### src/rtl/uart_rx_param.sv
// Parametrised oversampling UART receiver with glitch rejection,
// parity, framing and break detection.
module uart_rx_param #(
    parameter int DBIT       = 8,
    parameter int OVERSAMPLE = 16,
    parameter int SB_TICK    = 16,
    parameter int PARITY     = 0
) (
    input  logic            i_clock,
    input  logic            i_reset,
    input  logic            i_rx,
    input  logic            i_s_tick,
    output logic            o_rx_done_tick,
    output logic [DBIT-1:0] o_data,
    output logic            o_parity_err,
    output logic            o_frame_err,
    output logic            o_break
);

    localparam int SMAX = (SB_TICK > OVERSAMPLE) ? SB_TICK : OVERSAMPLE;
    localparam int SW   = $clog2(SMAX);
    localparam int NW   = $clog2(DBIT);

    localparam logic [SW-1:0] S_HALF = SW'(OVERSAMPLE / 2 - 1);
    localparam logic [SW-1:0] S_BIT  = SW'(OVERSAMPLE - 1);
    localparam logic [SW-1:0] S_STOP = SW'(SB_TICK - 1);
    localparam logic [NW-1:0] N_LAST = NW'(DBIT - 1);

    typedef enum logic [2:0] {
        IDLE,
        START,
        DATA,
        PAR,
        STOP,
        RECOVER
    } state_t;

    state_t          state_q, state_d;
    logic [SW-1:0]   s_q, s_d;
    logic [NW-1:0]   n_q, n_d;
    logic [DBIT-1:0] b_q, b_d;
    logic            par_bit_q, par_bit_d;
    logic            stop_ok_q, stop_ok_d;
    logic            sync1_q, rx_s_q;
    logic            done_q, done_d;
    logic [DBIT-1:0] data_q, data_d;
    logic            perr_q, perr_d;
    logic            ferr_q, ferr_d;
    logic            brk_q, brk_d;

    logic stop_now;
    logic xor_all;
    logic par_err;

    assign xor_all = (^b_q) ^ par_bit_q;

    always_comb begin
        par_err = 1'b0;
        if (PARITY == 1) par_err = ~xor_all;
        if (PARITY == 2) par_err = xor_all;
    end

    // With SB_TICK == OVERSAMPLE the stop sample and completion share a tick
    assign stop_now = (s_q == S_BIT) ? rx_s_q : stop_ok_q;

    always_comb begin
        state_d   = state_q;
        s_d       = s_q;
        n_d       = n_q;
        b_d       = b_q;
        par_bit_d = par_bit_q;
        stop_ok_d = stop_ok_q;
        done_d    = 1'b0;
        data_d    = data_q;
        perr_d    = perr_q;
        ferr_d    = ferr_q;
        brk_d     = brk_q;
        unique case (state_q)
            IDLE: begin
                if (!rx_s_q) begin
                    state_d = START;
                    s_d     = '0;
                end
            end
            START: begin
                if (i_s_tick) begin
                    if (s_q == S_HALF) begin
                        if (rx_s_q) begin
                            state_d = IDLE;
                        end else begin
                            state_d   = DATA;
                            s_d       = '0;
                            n_d       = '0;
                            par_bit_d = 1'b0;
                        end
                    end else begin
                        s_d = s_q + SW'(1);
                    end
                end
            end
            DATA: begin
                if (i_s_tick) begin
                    if (s_q == S_BIT) begin
                        s_d = '0;
                        b_d = {rx_s_q, b_q[DBIT-1:1]};
                        if (n_q == N_LAST) begin
                            state_d = (PARITY != 0) ? PAR : STOP;
                        end else begin
                            n_d = n_q + NW'(1);
                        end
                    end else begin
                        s_d = s_q + SW'(1);
                    end
                end
            end
            PAR: begin
                if (i_s_tick) begin
                    if (s_q == S_BIT) begin
                        par_bit_d = rx_s_q;
                        state_d   = STOP;
                        s_d       = '0;
                    end else begin
                        s_d = s_q + SW'(1);
                    end
                end
            end
            STOP: begin
                if (i_s_tick) begin
                    if (s_q == S_BIT) stop_ok_d = rx_s_q;
                    if (s_q == S_STOP) begin
                        done_d  = 1'b1;
                        data_d  = b_q;
                        perr_d  = par_err;
                        ferr_d  = ~stop_now;
                        brk_d   = ~stop_now && (b_q == '0) && !par_bit_q;
                        state_d = stop_now ? IDLE : RECOVER;
                        s_d     = '0;
                    end else begin
                        s_d = s_q + SW'(1);
                    end
                end
            end
            RECOVER: begin
                if (rx_s_q) state_d = IDLE;
            end
            default: state_d = IDLE;
        endcase
    end

    always_ff @(posedge i_clock) begin
        if (i_reset) begin
            state_q   <= IDLE;
            s_q       <= '0;
            n_q       <= '0;
            b_q       <= '0;
            par_bit_q <= 1'b0;
            stop_ok_q <= 1'b0;
            sync1_q   <= 1'b1;
            rx_s_q    <= 1'b1;
            done_q    <= 1'b0;
            data_q    <= '0;
            perr_q    <= 1'b0;
            ferr_q    <= 1'b0;
            brk_q     <= 1'b0;
        end else begin
            state_q   <= state_d;
            s_q       <= s_d;
            n_q       <= n_d;
            b_q       <= b_d;
            par_bit_q <= par_bit_d;
            stop_ok_q <= stop_ok_d;
            sync1_q   <= i_rx;
            rx_s_q    <= sync1_q;
            done_q    <= done_d;
            data_q    <= data_d;
            perr_q    <= perr_d;
            ferr_q    <= ferr_d;
            brk_q     <= brk_d;
        end
    end

    assign o_rx_done_tick = done_q;
    assign o_data         = data_q;
    assign o_parity_err   = perr_q;
    assign o_frame_err    = ferr_q;
    assign o_break        = brk_q;

endmodule

### config.mk
export PLATFORM = sky130hd
export DESIGN_NAME = uart_rx_param
export DESIGN_NICKNAME = d
export VERILOG_FILES = /design/src/rtl/uart_rx_param.sv
export SDC_FILE = /design/constraint.sdc
export NUM_CORES = 1
export LEC_CHECK = 0
export ABC_AREA = 1
export BUFFER_PORTS_ARGS = -buffer_cell sky130_fd_sc_hd__buf_4
export CORE_AREA = 10 10 63 77
export DETAILED_ROUTE_END_ITERATION = 7
export DIE_AREA = 0 0 73 87
export PLACE_DENSITY = 0.67
export SYNTH_ARGS = -nofsm -noshare
export SYNTH_HDL_FRONTEND = slang
export SYNTH_SLANG_ARGS = --single-unit
### constraint.sdc
create_clock -name i_clock -period 1.6 [get_ports i_clock]
set_input_delay 0.48 -clock i_clock [delete_from_list [all_inputs] [get_ports i_clock]]
set_output_delay 0.48 -clock i_clock [all_outputs]
set_load 0.02 [all_outputs]
==> Word level (Yosys, flattened, before mapping) <==
Cells that the tools add are included.
W data, S select, Z words.
{ "word_totals": {"regBits": 33, "latchBits": 0, "ram_bits": 0, "mem_bits_ro": 0, "input_bits": 4, "out_inout_bits": 12, "mem_count": 0} }
{ "classes": {"addsub": 2, "n_mul": 0, "div_mod_pow": 0, "n_lt_le_gt_ge": 0, "n_eq_ne": 22, "shifts": 0, "n_mux": 35, "n_bitwise": 3, "reduce_logical": 17} }
{ "op_table": {"columns": ["cell", "count"], "rows": [
  ["$mux W3", 18],
  ["$ne A2 B2 Y1 const B", 13],
  ["$mux W4", 5],
  ["$pmux W3 S6", 1],
  ["$pmux W4 S3", 1],
  ["$reduce_and A11 Y1", 1],
  ["$eq A3 B3 Y1 const B", 3],
  ["$reduce_and A3 Y1", 3],
  ["$logic_not A8 Y1", 1],
  ["$mux W1", 7],
  ["$reduce_and A7 Y1", 1],
  ["$eq A3 B2 Y1 const B", 2],
  ["$pmux W3 S2", 1],
  ["$reduce_and A6 Y1", 1],
  ["$reduce_or A3 Y1", 2],
  ["$add A4 B1 Y4 const B", 1],
  ["$eq A4 B3 Y1 const B", 1],
  ["$eq A4 B4 Y1 const B", 1],
  ["$reduce_bool A2 Y1", 2],
  ["$add A3 B1 Y3 const B", 1],
  ["$eq A3 B1 Y1 const B", 1],
  ["$logic_not A3 Y1", 1],
  ["$not A1 Y1", 3],
  ["$reduce_bool A3 Y1", 1],
  ["other kinds (6)", 7]
]} }

==> Logic depth before layout (Yosys ltp) <==
Gate-level depths: netlist (run 1).
{ "logic_depth": {"word_depth": 6, "mapped_depth": 10} }

==> Worst setup path before layout (run 1) <==
Ideal clock, no wire load.
{ "synth_timing": {"path_type": "reg2reg", "startpoint": "register s_q[0]", "endpoint": "register n_q[0]", "setup_ps": 113, "arrival_time_ps": 1209, "slack_ps": 278, "stages_incl_launch_ff": 11, "path_buffers": 0, "path_cell_list": "dfxtp_1 > ha_1 > nand2_1 > inv_1 > nand2_1 > nand2_4 > o21ai_4 > nor2_4 > nand2_1 > nand2_1 > nor2_1"} }
{ "synth_between": {"elab_chain_len": 3, "word_cells_on_any_way": 5} }
{ "synth_lines": {"columns": ["item", "line_no", "rtl"], "rows": [
  ["start: declaration", "39", "logic [SW-1:0] s_q, s_d;"],
  ["start signal: assignment", "153", "s_q <= '0;"],
  ["start signal: assignment", "167", "s_q <= s_d;"],
  ["$eq A4 B4 Y1 or $eq A4 B3 Y1 (tied branches)", "103, 87", null],
  ["$ne A2 B2 Y1 (no line)", null, null],
  ["$reduce_and A7 Y1 (no line) *", null, null],
  ["end signal: assignment", "168", "n_q <= n_d;"],
  ["end: declaration", "40", "logic [NW-1:0] n_q, n_d;"]
]} }
Mark *: on every way between the ends. The rest lies on a longest branch, timed or not.
A chain may end at the register's enable or synchronous reset.

==> Worst setup path after layout (run 1) <==
{ "layout_timing": {"startpoint": "register n_q[0]", "endpoint": "register n_q[2]"} }
{ "layout_between": {"elab_chain_len": 5, "word_cells_on_any_way": 8} }
{ "layout_lines": {"columns": ["item", "line_no", "rtl"], "rows": [
  ["$add A3 B1 Y3", "109", "n_d = n_q + NW'(1);"],
  ["$mux W3", "106", "if (n_q == N_LAST) begin"],
  ["$mux W3", "103", "if (s_q == S_BIT) begin"],
  ["$mux W3", "102", "if (i_s_tick) begin"],
  ["$pmux W3 S2", "78", "unique case (state_q)"]
]} }
Several ways; a longest one is shown, not always the timed one. The select of a mux whose other input is x is not followed.

==> flow_summary.toml, run 1 <==
[layout]
filler_cell_count = 371
diodes = 0
drive_gt1_share_pct = 21.6
nets = 256
ff_latch_area_um2 = 662
finalNonFillerCells = 289
multi_input_area_um2 = 847
area_growth_pct = 14.4
fin_area_um2 = 1870
util_after_layout_pct = 54.5

[logic_synthesis]
synth_area_per_cell_um2 = 7.09
post-synth-top-area-fraction_pct = 40.5
ffs_w_async_s_r_synth_pct = 0
netlist_top_cells_area = "sky130_fd_sc_hd__dfxtp_1 41%, sky130_fd_sc_hd__nand2_1 10%, sky130_fd_sc_hd__nor2_1 8.7%, sky130_fd_sc_hd__o21ai_0 6.1%, sky130_fd_sc_hd__a21oi_1 5.5%"
synth_area_um2 = 1630
synthesis.instances = 230
synthMuxAreaShare_pct = 0
post_synth_and_or_nand_nor_area_fraction_pct = 33.6
number_of_different_library_cells_in_the_post_synthesis_netlist = 25
synth_top_family_by_area = "simple AND/OR/NAND/NOR gates"
synth-compound-area-share_pct = 14.5
number_of_warnings_printed_during_yosys_synthesis = 0
ys_seq_area_share_pct = 40.5
synth_edf_count = 0
synth_xor_area_share_pct = 0.537
yosys_most_used_dff = "sky130_fd_sc_hd__dfxtp_1"
mappedNetlistNets = 237
post-synth-top-area-cell = "sky130_fd_sc_hd__dfxtp_1"
synth-seq-cells = 33
synthAdderAreaFrac_pct = 2.30

[global_route]
initial_antenna_violation_count = 0
global_route.usage.total_pct = 11.5
first_global_vias = 1321
grt_start_max_net_pins = 22
grt_pass1_wl_mm = 5.89
grt_remaining_overflow = 0

[timing]
setup_total_negative_slack_ps = 0
finalHoldViolations = 0
setup_repair_after_global_routing_missed_its_margin = "no"
timing.final.ws_setup_ps = 146
post-route-min-period_ps = 1450
post-route-period-util_pct = 90.9
max_freq_mhz = 688
setup_violations = 0
clock-skew-final_ps = 11.1
timing_max_transition_violations_final = 0

[floorplanning]
boundaryPins = 16
initial_standard_cell_utilization_of_the_core_pct = 47.6
placementRows = 24
die-area_um2 = 6350
die-width_um = 73
floorplan_core_area_um2 = 3420
chipHeight_um = 87

[worst_setup_path]
startpoint = "n_q[0]"
r2r.worst_path.cells = 10
worstSetupStartpointType = "flip-flop"
timing.rr.end = "n_q[2]"
critical-path-slowest-cell = "sky130_fd_sc_hd__dfxtp_1"
crit_top_cell = "sky130_fd_sc_hd__nand2_1"
r2r_slack_ps = 150
cp.required_ps = 1790
reg2reg_from = "n_q[0]"
cp_max_fo = 6
timing.critical_path.cells = "ha_1 > ha_1 > inv_1 > nand3_1 > nand2_1 > nand2_1 > nor2_4 > nand2_1 > nand2_1 > nor2_1"
critical_path.endpoint_type = "flip-flop"
max_stage_delay_ps = 330
worst-endpoint-arrival_ps = 1640
path_class = "flip-flop to flip-flop"
cp-endpoint = "n_q[2]"

[power_and_ir_drop]
leakage_dissipation_nw = 0.859
vdd_ir_drop_max_uv = 924
power_per_cell_area_nw_per_um2 = 1510

[clock_network]
clock-root-buffer = "sky130_fd_sc_hd__clkbuf_8"
cts_sinks = 33
tritoncts.num_buffers = 5
worst_skew_pair.late_latency_ps = 290
clock_tree_from_tritoncts = "built"
cts_hold_repair.buffers = 0
clkTransAtPathRegs_ps = 70
post-cts-setup-buffer-count = 0
cts_max_path_buffers = 2
htree_levels = 2

[place]
finalWeightedCongestion = 0.854
dp_cells = 281
dpl_worst_slack_ps = 149
dpl-instance-area_um2 = 1770
io_buffer_count = 14
place_hpwl_mm = 2.47

[run]
max_cap_viol_count = 0

[drt]
drtIter0Drc = 45
wl_mm = 3.40
detail_route.vias_per_cell = 4.99
drc = 0
route.vias.total = 1441
drt-pass1-iter-count = 4
detail_route_antenna_nets = 0
wire_per_inst_um = 11.8

[run_status]
outcome = "finished, final reports clean"

[worst_hold_path]
worstHoldPathType = "input pin to flip-flop"
Yosys cell counts (2+ instances only):
master,number
sky130_fd_sc_hd__nor3_1,2
sky130_fd_sc_hd__dfxtp_1,33
sky130_fd_sc_hd__nand3_2,2
sky130_fd_sc_hd__buf_6,2
sky130_fd_sc_hd__or2_2,3
sky130_fd_sc_hd__o21ai_0,20
sky130_fd_sc_hd__inv_2,6
sky130_fd_sc_hd__a21oi_1,18
sky130_fd_sc_hd__nor2_4,3
sky130_fd_sc_hd__nor2_1,38
sky130_fd_sc_hd__inv_1,19
sky130_fd_sc_hd__nand3_1,16
sky130_fd_sc_hd__buf_4,2
sky130_fd_sc_hd__ha_1,3
sky130_fd_sc_hd__nand2_1,45
sky130_fd_sc_hd__nor2_2,5
sky130_fd_sc_hd__nand2_2,5
worst max-delay path, delay by kind of cell (launching register included):
family	cells	cell delay, ps
adder cells (fa/ha/maj)	2	360
buffers and inverters	1	60
flip-flops	1	330
AND/OR/NAND/NOR	7	620
worst min path at each step:
stage | from | to | slack [ps] | depth (start not counted)
2_1_floorplan | sync1_q | rx_s_q | 390 | 1
3_3_place_gp | sync1_q | rx_s_q | 400 | 1
6_report | i_rx | sync1_q | 380 | 2
5_1_grt | i_rx | sync1_q | 370 | 2
4_1_cts | i_rx | sync1_q | 370 | 2
3_5_place_dp | sync1_q | rx_s_q | 410 | 1
flip-flops by register name, indices dropped and copies added (netlist names), 3 cells and up:
register  flops
n_q           3
state_q       3
b_q           8
s_q           4
o_data        8
per-layer routing:
layer  part of all wire, %  wire [µm]  track usage, %  vias up
met3                   4.1        141            4.11        5
met5                     0          0               0        -
met4                   1.4         49            4.84        0
met2                    50       1690            19.0       22
li1                      -          -               -      771
met1                    45       1520            13.1      643
cell families after synthesis:
logic type / Yosys count
other: 1
and+or+nand+nor: 120
AOI/OAI and AO/OA: 42
buffers and inverters: 30
adders and majority gates: 3
xor gates and xnor gates: 1
DFF: 33
stage by stage:
step                hold WS (ps)  total power (W)
global route                 367          0.00304
global placement             396          0.00219
finish                       377          0.00281
detailed placement           409          0.00219
floorplan                    389          0.00198
CTS                          370          0.00283
cell type report:
class / instances / share of cell area [%]
multi-input cells: 167 / 45.4
repair buffers: 17 / 6.84
inverters: 25 / 5.03
clock inverters: 3 / 0.939
clock buffers: 5 / 3.69
flip-flops and latches: 33 / 35.5
well taps: 39 / 2.62
what timing repair did:
item                                    CTS  global route
resized for setup                         0             4
hold endpoints to repair                  0             0
endpoints found under the setup margin    0             3
report_power, final:
| part | leakage (nW) | switching, W | internal, W |
|---|---|---|---|
| Combinational | 0.547 | 0.000737 | 0.000407 |
| Sequential | 0.268 | 0.000115 | 0.000919 |
| Clock | 0.0439 | 0.000333 | 0.000300 |
| Total | 0.859 | 0.00118 | 0.00163 |
layout by cell type (no fill, tap or decap), drive strengths merged:
cell type,synthesis,layout
nand2,51,51
nor2,46,46
dfxtp,33,33
inv,25,25
o21ai,21,21
a21oi,19,19
nand3,18,18
buf,4,17
clkbuf,1,5
or2,3,3
ha,3,3
nor3,2,2
clkinv,0,2
xor2,1,1
a31oi,1,1
o211ai,1,1
conb,1,1
clkinvlp,0,1
Note: power is estimated with default switching activity, not from simulation.
==> inputs of run 2 (changes only) <==
--- a/config.mk
+++ b/config.mk
@@ -10,7 +10,7 @@
 export CORE_AREA = 10 10 63 77
 export DETAILED_ROUTE_END_ITERATION = 7
 export DIE_AREA = 0 0 73 87
-export PLACE_DENSITY = 0.67
+export PLACE_DENSITY = 0.73
 export SYNTH_ARGS = -nofsm -noshare
 export SYNTH_HDL_FRONTEND = slang
 export SYNTH_SLANG_ARGS = --single-unit
==> run 2 against run 1 <==
Combinational power about the same. Register-to-register slack got worse by 40 ps. Non-clock buffer count down 1. Maximum frequency fell by 2.8%. Sequential cell count did not move. Die area is the same. Critical path type unchanged. Critical endpoint is now s_q[0].
==> flow_summary.toml, run 2 (synthesis results as in run 1) <==
[drt]
route.vias.total = 1444
detail_route_antenna_nets = 0
drtIter0Drc = 53
wl_mm = 3.48
detail_route.vias_per_cell = 5.05
wire_per_inst_um = 12.2
drc = 0
drt-pass1-iter-count = 4

[power_and_ir_drop]
leakage_dissipation_nw = 0.842
vdd_ir_drop_max_uv = 952
power_per_cell_area_nw_per_um2 = 1490
p_total_w = 0.00277

[worst_setup_path]
critical_path.endpoint_type = "flip-flop"
startpoint = "state_q[0]"
path_class = "flip-flop to flip-flop"
worst-endpoint-arrival_ps = 1670
cp_max_fo = 7
cp-endpoint = "s_q[0]"
reg2reg_from = "state_q[0]"
cp.required_ps = 1770
r2r_slack_ps = 100
max_stage_delay_ps = 380
crit_top_cell = "sky130_fd_sc_hd__nand2_1"
critical-path-slowest-cell = "sky130_fd_sc_hd__dfxtp_1"
r2r.worst_path.cells = 8
timing.rr.end = "s_q[0]"
timing.critical_path.cells = "nor2_2 > nand2_2 > nand2_1 > inv_1 > nand3_1 > nand2_1 > a21oi_1 > nor2_1"
worstSetupStartpointType = "flip-flop"

[clock_network]
htree_levels = 2
worst_skew_pair.late_latency_ps = 270
clock_tree_from_tritoncts = "built"
clkTransAtPathRegs_ps = 60
cts_max_path_buffers = 2
tritoncts.num_buffers = 5
post-cts-setup-buffer-count = 0
clock-root-buffer = "sky130_fd_sc_hd__clkbuf_8"
cts_sinks = 33

[global_route]
grt_start_max_net_pins = 27
global_route.usage.total_pct = 11.2
grt_remaining_overflow = 0
grt_pass1_wl_mm = 5.84
initial_antenna_violation_count = 0
first_global_vias = 1410

[floorplanning]
boundaryPins = 16
floorplan_core_area_um2 = 3420
die-area_um2 = 6350
placementRows = 24
chipHeight_um = 87
initial_standard_cell_utilization_of_the_core_pct = 47.6
die-width_um = 73

[timing]
timing_max_transition_violations_final = 0
clock-skew-final_ps = 6.25
post-route-period-util_pct = 93.5
setup_violations = 0
finalHoldViolations = 0
max_freq_mhz = 669
setup_total_negative_slack_ps = 0
post-route-min-period_ps = 1500
timing.final.ws_setup_ps = 104

[run_status]
outcome = "finished, final reports clean"

[worst_hold_path]
worstHoldPathType = "input pin to flip-flop"

[run]
max_cap_viol_count = 0

[place]
dpl-instance-area_um2 = 1770
finalWeightedCongestion = 0.926
dpl_worst_slack_ps = 138
place_hpwl_mm = 2.55
io_buffer_count = 14

[layout]
most-common-layout-cells = "45 x sky130_fd_sc_hd__nand2_1, 38 x sky130_fd_sc_hd__nor2_1, 31 x sky130_fd_sc_hd__dfxtp_1"
area_growth_pct = 14.4
diodes = 0
mostFrequentLayoutCell = "sky130_fd_sc_hd__nand2_1"
nets = 255
fin_area_um2 = 1860
util_after_layout_pct = 54.5
drive_gt1_share_pct = 21.1
-- run 2: timing repair --
item | CTS | global route
setup endpoints to repair | 0 | 11
hold buffers | 0 | 0
resized for setup | 0 | 5
-- run 2: layout make-up --
type / count / area (µm²)
multi-input cells: 167 / 852
clock inverters: 1 / 5.00
fillers: 346 / 1560
clock buffers: 5 / 68.8
repair buffers: 16 / 133
inverters: 25 / 93.8
well taps: 39 / 48.8
flip-flops and latches: 33 / 663
-- run 2: report_power, final --
part / total [W] / internal (W) / leakage (nW) / switching (W)
Clock: 0.000559 / 0.000286 / 0.0399 / 0.000273
Sequential: 0.00104 / 0.000921 / 0.268 / 0.000121
Combinational: 0.00117 / 0.000407 / 0.533 / 0.000761
-- run 2: critical path, delay by kind of cell (launching register included) --
family | cells | cell delay [ps]
buffers and inverters | 1 | 80
DFF | 1 | 380
AOI/OAI and AO/OA | 1 | 130
and+or+nand+nor | 6 | 790
-- run 2: layer usage --
metal | wire length (µm) | share of wire, % | GRT usage (%) | up-vias
met5 | 0 | 0 | 0 | -
met4 | 51 | 1.5 | 4.50 | 0
met3 | 108 | 3.1 | 3.65 | 6
met2 | 1820 | 52 | 19.4 | 21
met1 | 1510 | 43 | 12.1 | 654
li1 | - | - | - | 763
-- run 2: worst min-delay path by stage --
stage	start	end	cells after the start
6_report	i_rx	sync1_q	2
5_1_grt	i_rx	sync1_q	2
4_1_cts	i_rx	sync1_q	2
3_5_place_dp	sync1_q	rx_s_q	1
3_3_place_gp	sync1_q	rx_s_q	1
2_1_floorplan	sync1_q	rx_s_q	1
-- run 2: stage by stage --
step	hold slack [ps]	instances
global placement	394	280
global route	395	286
detailed placement	406	280
floorplan	389	230
finish	391	286
CTS	385	286
==> inputs of run 3 (changes only) <==
--- a/config.mk
+++ b/config.mk
@@ -7,10 +7,10 @@
 export LEC_CHECK = 0
 export ABC_AREA = 1
 export BUFFER_PORTS_ARGS = -buffer_cell sky130_fd_sc_hd__buf_4
-export CORE_AREA = 10 10 63 77
+export CORE_AREA = 10 10 59 73
 export DETAILED_ROUTE_END_ITERATION = 7
-export DIE_AREA = 0 0 73 87
-export PLACE_DENSITY = 0.73
+export DIE_AREA = 0 0 69 83
+export PLACE_DENSITY = 0.81
 export SYNTH_ARGS = -nofsm -noshare
 export SYNTH_HDL_FRONTEND = slang
 export SYNTH_SLANG_ARGS = --single-unit
==> run 3 against run 2 <==
Clock-buffer cell count is 2 higher. Wire length is 1.0% lower. Global-route usage is 0.36 points higher. Combinational power hardly changed. Power is 3.6% higher. Sequential power hardly changed. Utilization is 9.7 points higher. Critical endpoint is now o_data[7].
==> flow_summary.toml, run 3 (synthesis results as in run 1) <==
[run_status]
outcome = "finished, final reports clean"

[global_route]
grt_pass1_wl_mm = 5.73
grt_start_max_net_pins = 20
met2_usage_pct = 19.4
first_global_vias = 1330
routing_layer_with_the_top_usage_in_global_route = "met2"
met1_usage_pct = 13.0
global_route.usage.total_pct = 11.6
grt_remaining_overflow = 0
initial_antenna_violation_count = 0
grt_util_met3_pct = 4.05

[clock_network]
tritoncts.num_buffers = 5
clock-root-buffer = "sky130_fd_sc_hd__clkbuf_4"
cts_sinks = 33
cts_hold_repair.buffers = 0
cts_max_path_buffers = 2
htree_levels = 2
clkTransAtPathRegs_ps = 100
worst_skew_pair.late_latency_ps = 340
clock_tree_from_tritoncts = "built"

[layout]
most-common-layout-cells = "44 x sky130_fd_sc_hd__nand2_1, 38 x sky130_fd_sc_hd__nor2_1, 29 x sky130_fd_sc_hd__dfxtp_1"
nets = 257
filler_cell_count = 300
drive_gt1_share_pct = 23.9
diodes = 0
mostFrequentLayoutCell = "sky130_fd_sc_hd__nand2_1"
util_after_layout_pct = 64.2
area_growth_pct = 14.9

[worst_setup_path]
path_class = "flip-flop to flip-flop"
worstSetupStartpointType = "flip-flop"
timing.critical_path.cells = "ha_2 > nand2_1 > nor2_2 > nand2_2 > nor2_4 > buf_6 > o21ai_0 > a21oi_1"
cp_max_fo = 8
worst-endpoint-arrival_ps = 1740
cp.required_ps = 1870
critical_path.endpoint_type = "flip-flop"
critical-path-slowest-cell = "sky130_fd_sc_hd__dfxtp_2"
max_stage_delay_ps = 350

[run]
max_cap_viol_count = 0

[floorplanning]
floorplan_core_area_um2 = 2920
die-area_um2 = 5730
die-width_um = 69
chipHeight_um = 83
initial_standard_cell_utilization_of_the_core_pct = 55.9
boundaryPins = 16
placementRows = 22

[place]
place_hpwl_mm = 2.52
finalWeightedCongestion = 0.898
io_buffer_count = 14

[drt]
drt-pass1-iter-count = 4
route.vias.total = 1435
detail_route.vias_per_cell = 5.00
drtIter0Drc = 48
wire_per_inst_um = 12.0
drc = 0
detail_route_antenna_nets = 0
wl_mm = 3.45

[power_and_ir_drop]
power_per_cell_area_nw_per_um2 = 1530
vdd_ir_drop_max_uv = 1110
leakage_dissipation_nw = 0.854

[timing]
max_freq_mhz = 684
setup_repair_after_global_routing_missed_its_margin = "no"
setup_violations = 0
setup_total_negative_slack_ps = 0
finalHoldViolations = 0
post-route-period-util_pct = 91.4
post-route-min-period_ps = 1460
clock-skew-final_ps = 9.86
timing_max_transition_violations_final = 0

[worst_hold_path]
worstHoldPathType = "input pin to flip-flop"
[run 3: critical path: cells and delay by family (launching register included)]
family / cells / cell delay, ps
fa+ha+maj: 1 / 190
compound gates: 2 / 200
buf+inv: 1 / 150
flops: 1 / 350
simple gates: 4 / 520
[run 3: cell type report]
cell class              count  area (µm²)  area share [%]
clock inverters             1        30.0            1.60
repair buffers             18         139            7.41
well taps                  36        45.0            2.40
clock buffers               7        55.1            2.94
multi-input cells         167         845            45.1
flip-flops and latches     33         666            35.5
inverters                  25        93.8            5.01
[run 3: per-layer routing]
layer	wire [µm]	vias up
met1	1560	634
met2	1670	24
li1	-	770
met4	70	0
met3	150	7
met5	0	-
[run 3: report_power, final]
part | total [W] | switching [W] | internal, W
registers | 0.00103 | 0.000110 | 0.000924
logic | 0.00117 | 0.000758 | 0.000413
clock network | 0.000664 | 0.000291 | 0.000373
[run 3: path summary, 6_finish.rpt]
check | depth (start not counted) | slack (ps) | from | endpoint
min | 2 | 330 | i_rx | sync1_q
min reg2reg | 1 | 420 | sync1_q | rx_s_q
max reg2reg | 8 | 140 | s_q[0] | o_data[7]
max | 8 | 140 | s_q[0] | o_data[7]
[run 3: through the flow]
| step | hold slack, ps | setup slack (ps) | total power (W) | std cells | area, µm² |
|---|---|---|---|---|---|
| floorplan | 389 | 278 | 0.00198 | 230 | 1630 |
| global placement | 399 | 164 | 0.00217 | 278 | 1760 |
| detailed placement | 413 | 109 | 0.00219 | 278 | 1760 |
| CTS | 324 | 99.7 | 0.00285 | 286 | 1850 |
| global route | 316 | 3.33 | 0.00310 | 287 | 1870 |
| finish | 329 | 137 | 0.00287 | 287 | 1870 |
[run 3: repair_timing]
action	CTS	global route
resized for setup	0	9
setup buffers	0	1
endpoints found under the setup margin	0	15
